File: src/rtl/msk_g16_share_encoder_pkg.sv
// ----------------------------------------------------------------------------
// msk_enc_pkg
//   Shared constants and helper functions for the masked G(16) share encoder:
//   xorshift32 shift amounts, the per-share seed-spread constant, the
//   zero-state fallback, and the xorshift32 step / seed-derivation functions.
// ----------------------------------------------------------------------------
package msk_enc_pkg;

    localparam int unsigned XS_SHIFT_A = 13;
    localparam int unsigned XS_SHIFT_B = 17;
    localparam int unsigned XS_SHIFT_C = 5;

    localparam logic [31:0] SEED_SPREAD   = 32'h9E3779B9;
    localparam logic [31:0] ZERO_FALLBACK = 32'h0000_0001;

    function automatic logic [31:0] xorshift32_next(input logic [31:0] x);
        logic [31:0] y;
        y = x ^ (x << XS_SHIFT_A);
        y = y ^ (y >> XS_SHIFT_B);
        y = y ^ (y << XS_SHIFT_C);
        return y;
    endfunction

    // xorshift32 has an all-zero fixed point, so a zero seed is replaced.
    function automatic logic [31:0] xorshift32_seed(input logic [31:0] seed,
                                                    input logic [31:0] k);
        logic [31:0] v;
        v = seed ^ (k * SEED_SPREAD);
        return (v == '0) ? ZERO_FALLBACK : v;
    endfunction

endpackage

File: src/rtl/msk_g16_share_encoder_xorshift32.sv
// ----------------------------------------------------------------------------
// msk_xorshift32
//   One 32-bit xorshift32 PRNG state for share K of the encoder.
//   Ports:
//     clk, rst_n  - clock, async active-low reset (state resets to 32'h1)
//     load_i      - load seed_i ^ (K * spread) (zero mapped to 32'h1)
//     step_i      - advance one xorshift32 step (load has priority)
//     seed_i      - 32-bit seed
//     nib_o       - low nibble of the current state (share randomness)
// ----------------------------------------------------------------------------
module msk_xorshift32
    import msk_enc_pkg::*;
#(
    parameter int unsigned K = 1
) (
    input  logic        clk,
    input  logic        rst_n,
    input  logic        load_i,
    input  logic        step_i,
    input  logic [31:0] seed_i,
    output logic [3:0]  nib_o
);

    logic [31:0] state_q, state_d;

    always_comb begin
        state_d = state_q;
        if (load_i) begin
            state_d = xorshift32_seed(seed_i, 32'(K));
        end else if (step_i) begin
            state_d = xorshift32_next(state_q);
        end
    end

    always_ff @(posedge clk or negedge rst_n) begin
        if (!rst_n) begin
            state_q <= ZERO_FALLBACK;
        end else begin
            state_q <= state_d;
        end
    end

    assign nib_o = state_q[3:0];

endmodule

File: src/rtl/msk_g16_share_encoder.sv
// ----------------------------------------------------------------------------
// msk_g16_share_encoder
//   Converts unmasked 4-bit nibbles into fresh d-share Boolean sharings in
//   bit-sliced form (outb[k] = bit b of share k). Shares 1..d-1 come from
//   per-share xorshift32 generators; share 0 = in_data ^ XOR of the others.
//   Ports:
//     clk, rst_n            - clock, async active-low reset
//     seed, seed_valid      - PRNG seed load (load wins over step)
//     in_data/valid/ready   - unmasked nibble input handshake
//     out0..out3            - bit-sliced sharing, d bits each
//     out_valid/out_ready   - output handshake
//   Optional macro MSK_ENC_DBG_UNMASK_EN (simulation only): adds output
//   dbg_unmasked (recombined held sharing) and a matching assertion.
// ----------------------------------------------------------------------------
module msk_g16_share_encoder
    import msk_enc_pkg::*;
#(
    parameter int unsigned d = 2
) (
    input  logic         clk,
    input  logic         rst_n,
    input  logic [31:0]  seed,
    input  logic         seed_valid,
    input  logic [3:0]   in_data,
    input  logic         in_valid,
    output logic         in_ready,
    output logic [d-1:0] out0,
    output logic [d-1:0] out1,
    output logic [d-1:0] out2,
    output logic [d-1:0] out3,
    output logic         out_valid,
    input  logic         out_ready
`ifdef MSK_ENC_DBG_UNMASK_EN
    ,
    output logic [3:0]   dbg_unmasked
`endif
);

    logic           seeded_q, seeded_d;
    logic           out_valid_q, out_valid_d;
    logic [d-1:0]   out0_q, out1_q, out2_q, out3_q;
    logic [d-1:0]   out0_d, out1_d, out2_d, out3_d;
    logic           accept;
    logic [3:0]     rnd   [1:d-1];
    logic [3:0]     share [d];

    assign in_ready = seeded_q && (!out_valid_q || out_ready);
    assign accept   = in_valid && in_ready;

    for (genvar k = 1; k < d; k++) begin : g_prng
        msk_xorshift32 #(.K(k)) u_prng (
            .clk    (clk),
            .rst_n  (rst_n),
            .load_i (seed_valid),
            .step_i (accept),
            .seed_i (seed),
            .nib_o  (rnd[k])
        );
    end

    always_comb begin
        share[0] = in_data;
        for (int unsigned k = 1; k < d; k++) begin
            share[k] = rnd[k];
            share[0] = share[0] ^ rnd[k];
        end
    end

    always_comb begin
        seeded_d    = seeded_q | seed_valid;
        out_valid_d = out_valid_q;
        out0_d      = out0_q;
        out1_d      = out1_q;
        out2_d      = out2_q;
        out3_d      = out3_q;
        if (accept) begin
            out_valid_d = 1'b1;
            for (int unsigned k = 0; k < d; k++) begin
                out0_d[k] = share[k][0];
                out1_d[k] = share[k][1];
                out2_d[k] = share[k][2];
                out3_d[k] = share[k][3];
            end
        end else if (out_ready) begin
            out_valid_d = 1'b0;
        end
    end

    always_ff @(posedge clk or negedge rst_n) begin
        if (!rst_n) begin
            seeded_q    <= 1'b0;
            out_valid_q <= 1'b0;
            out0_q      <= '0;
            out1_q      <= '0;
            out2_q      <= '0;
            out3_q      <= '0;
        end else begin
            seeded_q    <= seeded_d;
            out_valid_q <= out_valid_d;
            out0_q      <= out0_d;
            out1_q      <= out1_d;
            out2_q      <= out2_d;
            out3_q      <= out3_d;
        end
    end

    assign out0      = out0_q;
    assign out1      = out1_q;
    assign out2      = out2_q;
    assign out3      = out3_q;
    assign out_valid = out_valid_q;

`ifdef MSK_ENC_DBG_UNMASK_EN
    logic [3:0] dbg_ref_q;

    always_comb begin
        dbg_unmasked = '0;
        for (int unsigned k = 0; k < d; k++) begin
            dbg_unmasked = dbg_unmasked ^ {out3_q[k], out2_q[k], out1_q[k], out0_q[k]};
        end
    end

    always_ff @(posedge clk or negedge rst_n) begin
        if (!rst_n) begin
            dbg_ref_q <= '0;
        end else if (accept) begin
            dbg_ref_q <= in_data;
        end
    end

    a_dbg_unmask : assert property (@(posedge clk) disable iff (!rst_n)
        out_valid_q |-> (dbg_unmasked == dbg_ref_q));
`endif

endmodule

File: config.mk
export PLATFORM = sky130hd
export DESIGN_NAME = msk_g16_share_encoder
export DESIGN_NICKNAME = d
export VERILOG_FILES = /design/src/rtl/msk_g16_share_encoder_pkg.sv /design/src/rtl/msk_g16_share_encoder_xorshift32.sv /design/src/rtl/msk_g16_share_encoder.sv
export SDC_FILE = /design/constraint.sdc
export NUM_CORES = 1
export LEC_CHECK = 0
export ABC_AREA = 1
export BUFFER_PORTS_ARGS = -buffer_cell sky130_fd_sc_hd__buf_2
export CAP_MARGIN = 20
export CORE_MARGIN = 4
export CORE_UTILIZATION = 52
export CTS_CLUSTER_SIZE = 14
export DETAILED_ROUTE_END_ITERATION = 10
export PLACE_DENSITY = 0.82
export SLEW_MARGIN = 0
export SYNTH_ARGS = -nofsm -noshare
export SYNTH_HDL_FRONTEND = slang
export SYNTH_SLANG_ARGS = --single-unit
File: constraint.sdc
create_clock -name clk -period 1.3 [get_ports clk]
set_clock_uncertainty 0.1 [all_clocks]
set_input_delay 0.195 -clock clk [delete_from_list [all_inputs] [get_ports clk]]
set_output_delay 0.195 -clock clk [all_outputs]
set_load 0.02 [all_outputs]
==> results.md, run 1 <==
* Initial antenna violation count at 0
* Max_slew headroom at about four fifths
* Slowest cell on the critical path: dfrtp_2
* Top Ports at between 50 and 60
* Kind of critical path: flop to flop
* Total leakage power at 2.34 nW
* Starting DRT DRC Count at 759
* H-tree depth at 2
* Critical Path Start Type: flop
* Clk sink count at 42
* Net Count, Synth at about 560
* CTS max path bufs at 2
* Status: finished, violations left
* Hpwl dp at between 7000 and 8000 um
* Largest stage delay, worst path at 470 ps
* Syn-to-layout area delta at 46.0%
* Synth Area in Simple Gates at a little over two fifths
* Flops & latches, synth at 42
* Number of global-route vias before repair at between 3000 and 4000
* Worst Tran Pin Value at ~280 ps
* Post-synthesis cell area at about 0.0031 mm^2
* First-pass GRT wire length at 17900 um
* Final hold viol count at 0
* Largest net degree at the start of global routing at 43
* Cells after Synth at roughly 510
* Count of cell types in the netlist at 26
* Gp weighted congestion at slightly above 0.9
* CP Max Fanout at 5
* Final slew viol count at 0
* WL final at around 13000 um
* Achievable clock frequency at between 600 and 700 MHz
* Most frequent CP cell: nand2_1
* Area of the die at 0.00729 mm^2
* Share of layout cells above drive strength 1 at a little under half
* Final setup fails at 34
* Wirelength per Cell at approximately 19 um
* Critical path data arrival time at around 1600 ps
* Clock transition at path regs at ~90 ps
* Core Box Area at 0.00564 mm^2
* GRT Total Usage at between 30% and 40%
* Pre-antenna DRT Iters at 8
* Post-Synth XOR/XNOR Area at about 2.5%
* Pwr/cell area at roughly 1900 mW/mm^2
* Largest family of logic cells by synthesized area: simple AND/OR/NAND/NOR gates
* Power Total at ~0.009 W
* Commonest cells after routing, fill and taps aside: nand2_1, buf_4, nand2_2
* Failing checks: setup timing
* Worst Hold Class: primary input to flop
* CTS tree: built
* Peak supply drop at ~0.9 mV
* Multiplexer share of the synthesized area at 0%
* Initial core utilization at approximately 55%
* Seq/Total Area, Yosys at ~34%
* Fin crit share at 117%
* Die width at 85.4 um
* Yosys warnings at 0
* Rows at 27
* Root Driver: clkbuf_8
* Total gr overflow at 0
* Via count at around 4200
* Worst setup slack after layout at -222 ps
* Most common cell after layout, fill and taps aside: nand2_1
* DRC Markers at 0
* Antenna Violating Nets Remaining at 0
* RSZ-0062 raised after global routing: yes
* Final core utilization at 80.5%
* Min Tclk post-route at 1520 ps
* Average size of a mapped cell at 6.05 um^2
* ANT cells at 0
* Die Y at around 85 um
* Total CTS buffers at 5
* Adder-Cell Fraction of Synth Area at 0%
* Crit-path cells: nand2_1 > nand2_2 > nand2_1 > nand2_1 > o21ai_0 > a22oi_2
* Max Cap Viol at 0
* Critical Path End Type: flop
* Buffers on Ports at 50
* CP Data Required Time at 1380 ps
* Worst skew pair latency at about 310 ps
* Vias per cell at around 6.1
* Compound-Gate Fraction of Synth Area at a little under a tenth
* Layout net count at 661
[report_power, final]
| group | total (W) | switching [W] | internal (W) |
|---|---|---|---|
| clock network | 0.000874 | 0.000501 | 0.000374 |
| registers | 0.00226 | 0.000557 | 0.00170 |
| logic | 0.00566 | 0.00341 | 0.00226 |
| total | 0.00880 | 0.00447 | 0.00433 |
[synthesized netlist by cell type (all sizes together)]
master / number / share of area (%)
a22oi: 2 / 0.48
nor2: 56 / 6.8
dfrtp: 41 / 33
nor2b: 2 / 0.40
a21oi: 20 / 3.6
dfstp: 1 / 0.84
clkbuf: 5 / 0.72
xor2: 2 / 0.56
o21ai: 22 / 3.5
xnor2: 7 / 2.0
nand3: 47 / 7.6
or2: 4 / 0.80
nor3: 1 / 0.16
nand2: 226 / 28
a31oi: 9 / 1.8
buf: 15 / 3.1
inv: 54 / 6.7
[metal layers]
metal	part of all wire [%]	GRT usage, %	vias up
met5	0	0	-
met4	9.0	12.7	0
met3	13	7.48	161
met2	45	54.0	406
met1	33	37.0	1867
li1	-	-	1807
[cell families (layout without fill, tap and decap cells)]
| kind of cell | count (synthesis) | after routing |
|---|---|---|
| compound gates | 53 | 53 |
| xor+xnor | 9 | 9 |
| buf+inv | 74 | 181 |
| flops | 42 | 42 |
| simple gates | 336 | 336 |
[critical path, delay by kind of cell (launching register included)]
kind,cells,cell delay [ps]
flops,1,470
compound gates,2,360
simple gates,4,460
[registers in the layout (all words and copies together) (netlist names)]
name / count
out3: 2
out1: 2
g_prng.u_prng.state_q: 32
seeded_q: 1
out_valid: 1
out0: 2
out2: 2
[area by class of cell]
type	instances	area, um^2
repair buffers	119	900
clock buffers	6	72.6
inverters	54	223
well taps	72	90.1
clock inverters	2	10.0
multi-input cells	398	2180
fillers	316	1100
flip-flops and latches	42	1070
[through the flow]
| step | worst slack [ps] | std cells | setup TNS (ps) | hold slack (ps) | cell area, um^2 |
|---|---|---|---|---|---|
| after floorplan | -123 | 514 | -2710 | -201 | 3120 |
| after global placement | -51.3 | 671 | -264 | 93.7 | 3770 |
| after detailed placement | -113 | 671 | -1370 | 89.4 | 3770 |
| after CTS | -89.5 | 687 | -1360 | 50.4 | 4220 |
| after global routing | -255 | 693 | -5330 | 51.3 | 4540 |
| final | -222 | 693 | -3220 | 43.1 | 4540 |
[final timing paths]
path | to | from | slack, ps | cells past startpoint
hold / removal | g_prng[1].u_prng.state_q[30] | seed[30] | 40 | 3
hold reg to reg | out1[0] | out1[0] | 400 | 2
max in group asynchronous | g_prng[1].u_prng.state_q[0] | rst_n | 530 | 3
setup / recovery | g_prng[1].u_prng.state_q[2] | g_prng[1].u_prng.state_q[6] | -220 | 6
min in group asynchronous | g_prng[1].u_prng.state_q[6] | rst_n | 290 | 3
setup reg to reg | g_prng[1].u_prng.state_q[2] | g_prng[1].u_prng.state_q[6] | -220 | 6
[timing repair]
action                                 CTS  global route
buffers inserted                         6             5
cloned                                   1             2
endpoints found under the hold margin   41             0
hold buffers                             1             0
gates resized for setup                 98           100
pin swaps                               25            37
setup endpoints to repair               34            37
Note: power is estimated with default switching activity, not from simulation.
==> inputs of run 2 (changes only) <==
CORE_UTILIZATION = 40   (was 52)
PLACE_DENSITY = 0.67   (was 0.82)
==> run 2 against run 1 <==
- the run still ends with setup timing left
- sequential share of layout area increased by 0.28 points
- core utilization is 20 points lower
- cell count is 4.5% higher
- power is 4.6% lower
- sequential power shrank 4%
- register-to-register slack improved by 100 ps
==> results.md, run 2 (synthesis results as in run 1) <==
* Worst Hold Class: primary input to flop
* GRT Total Usage at 22.5% (-8.7 points)
* Die width at 96.2 um (+13%)
* RSZ-0062 raised after global routing: yes
* Final setup fails at 26 (-24%)
* Final hold viol count at 0 (unchanged)
* Hpwl dp at 7830 um (+3.3%)
* CTS tree: built
* Worst skew pair latency at 290 ps (-20 ps)
* H-tree depth at 2 (unchanged)
* Share of layout cells above drive strength 1 at 43.5% (-3.2 points)
* Fin crit share at 109% (-7.7 points)
* Gp weighted congestion at 0.947 (+3.0%)
* Failing checks: setup timing
* Min Tclk post-route at 1420 ps (-100 ps)
* Critical Path End Type: flop
* Kind of critical path: flop to flop
* Antenna Violating Nets Remaining at 0 (unchanged)
* Fillers at 691 (+120%)
* Rows at 31 (+15%)
* WL final at 10600 um (-18%)
* Clock transition at path regs at 90 ps (about the same)
* Starting DRT DRC Count at 224 (-70%)
* Final slew viol count at 0 (unchanged)
* Pre-CTS WS at -88.3 ps (+25.1 ps)
* ANT cells at 0 (unchanged)
* Max FFs per register at 32 (unchanged)
* Buffers on Ports at 50 (unchanged)
* Area of the die at 0.00925 mm^2 (+27%)
* Layout net count at 665 (+0.61%)
* DP Area at 0.00383 mm^2 (+1.6%)
* CP Data Required Time at 1380 ps (about the same)
* Max_slew headroom at 73.5% (-7.4 points)
* Total leakage power at 2.35 nW (+0.18%)
* First-pass GRT wire length at 16000 um (-11%)
* Clk sink count at 42 (unchanged)
* DRC Markers at 0 (unchanged)
* Wirelength per Cell at 14.7 um (-22%)
* Most common cell after layout, fill and taps aside: nand2_1
* Final Cell Area at 0.00447 mm^2 (-1.7%)
* Total gr overflow at 0 (unchanged)
* Initial core utilization at 42.0% (-13 points)
* CTS max path bufs at 2 (unchanged)
* Number of global-route vias before repair at 3409 (-12%)
* Vias per cell at 5.20 (-15%)
* Critical path data arrival time at 1510 ps (-90 ps)
* Via count at 3768 (-11%)
* Achievable clock frequency at 704 MHz (+7.1%)
* Max Cap Viol at 0 (unchanged)
* Reg area at 0.00106 mm^2 (-0.47%)
* Pre-antenna DRT Iters at 5 (-3)
* Initial antenna violation count at 0 (unchanged)
* Critical Path Start Type: flop
* Multi-input logic area at 0.00208 mm^2 (-4.7%)
* Top Ports at 51 (unchanged)
* Die Y at 96.2 um (+13%)
* Core Box Area at 0.00741 mm^2 (+31%)
* Largest Register: g_prng.u_prng.state_q
* Root Driver: clkbuf_8
* Worst setup slack after layout at -121 ps (+100 ps)
* Syn-to-layout area delta at 43.6%
* Largest net degree at the start of global routing at 31 (-28%)
* Commonest cells after routing, fill and taps aside: nand2_1, nand2_2, buf_4
* Status: finished, violations left
* CP Max Fanout at 6 (+1)
* Total CTS buffers at 5 (unchanged)
* Worst Tran Pin Value at 398 ps (+114 ps)
* Pwr/cell area at 1880 mW/mm^2 (-3.0%)
* Peak supply drop at 0.773 mV (-16%)
[run 2: cell types whose count changed in the layout (fill, tap and decap cells not counted), sizes merged]
cell      before  now
buf          116  122
clkinv         2    1
clkbuf         8    6
clkinvlp       0    1
[run 2: power by group]
| part | internal, W | switching (W) | leakage (nW) |
|---|---|---|---|
| Clock | 0.000428 | 0.000484 | 0.0472 |
| Combinational | 0.00229 | 0.00301 | 1.82 |
| Sequential | 0.00170 | 0.000488 | 0.478 |
| Total | 0.00441 | 0.00398 | 2.35 |
[run 2: repair_timing]
| action | in CTS | in global routing |
|---|---|---|
| hold endpoints to repair | 10 | 0 |
| gates resized for setup | 45 | 121 |
| pin swaps | 14 | 38 |
| setup endpoints to repair | 38 | 40 |
| setup buffers | 7 | 8 |
| hold buffers | 1 | 0 |
[run 2: final timing paths]
path	startpoint	to	slack (ps)	cells after the start
setup / recovery	g_prng[1].u_prng.state_q[15]	g_prng[1].u_prng.state_q[20]	-120	6
hold / removal	seed[1]	g_prng[1].u_prng.state_q[1]	50	3
setup reg to reg	g_prng[1].u_prng.state_q[15]	g_prng[1].u_prng.state_q[20]	-120	6
hold reg to reg	out3[0]	out3[0]	380	2
max in group asynchronous	rst_n	g_prng[1].u_prng.state_q[6]	310	3
min in group asynchronous	rst_n	g_prng[1].u_prng.state_q[28]	260	2
[run 2: stage by stage]
stage	hold slack, ps	TNS (ps)	utilization (%)	std cells	total power [W]
floorplan	-201	-2710	-	514	0.00451
global placement	42.5	-633	51.8	700	0.00602
detailed placement	43.1	-1800	51.8	700	0.00614
CTS	60.6	-882	55.1	716	0.00735
global route	45.7	-3160	60.3	724	0.00907
finish	54.7	-1070	60.3	724	0.00839
[run 2: area by class of cell]
cell class                      instances  area share, %
Clock buffer                            6           1.85
Clock inverter                          2          0.280
Inverter                               54           4.82
Multi-Input combinational cell        398           46.5
Sequential cell                        42           23.8
Tap cell                               99           2.77
Timing Repair Buffer                  123           20.0
[run 2: per-layer routing]
layer / vias to the layer above / wire length (um) / global-route usage, % / share of wire [%]
met5: - / 0 / 0 / 0
met4: 0 / 255 / 4.98 / 2.4
met3: 29 / 858 / 4.69 / 8.1
met2: 174 / 5210 / 38.8 / 49
met1: 1740 / 4330 / 28.7 / 41
li1: 1825 / - / - / -
[run 2: critical path: stages (launching register included)]
cell and delay (ps):
dfrtp_2 480, xnor2_1 250, nand2_1 90, nand3_1 110, o21ai_0 140, nand2_1 80, o21ai_0 70
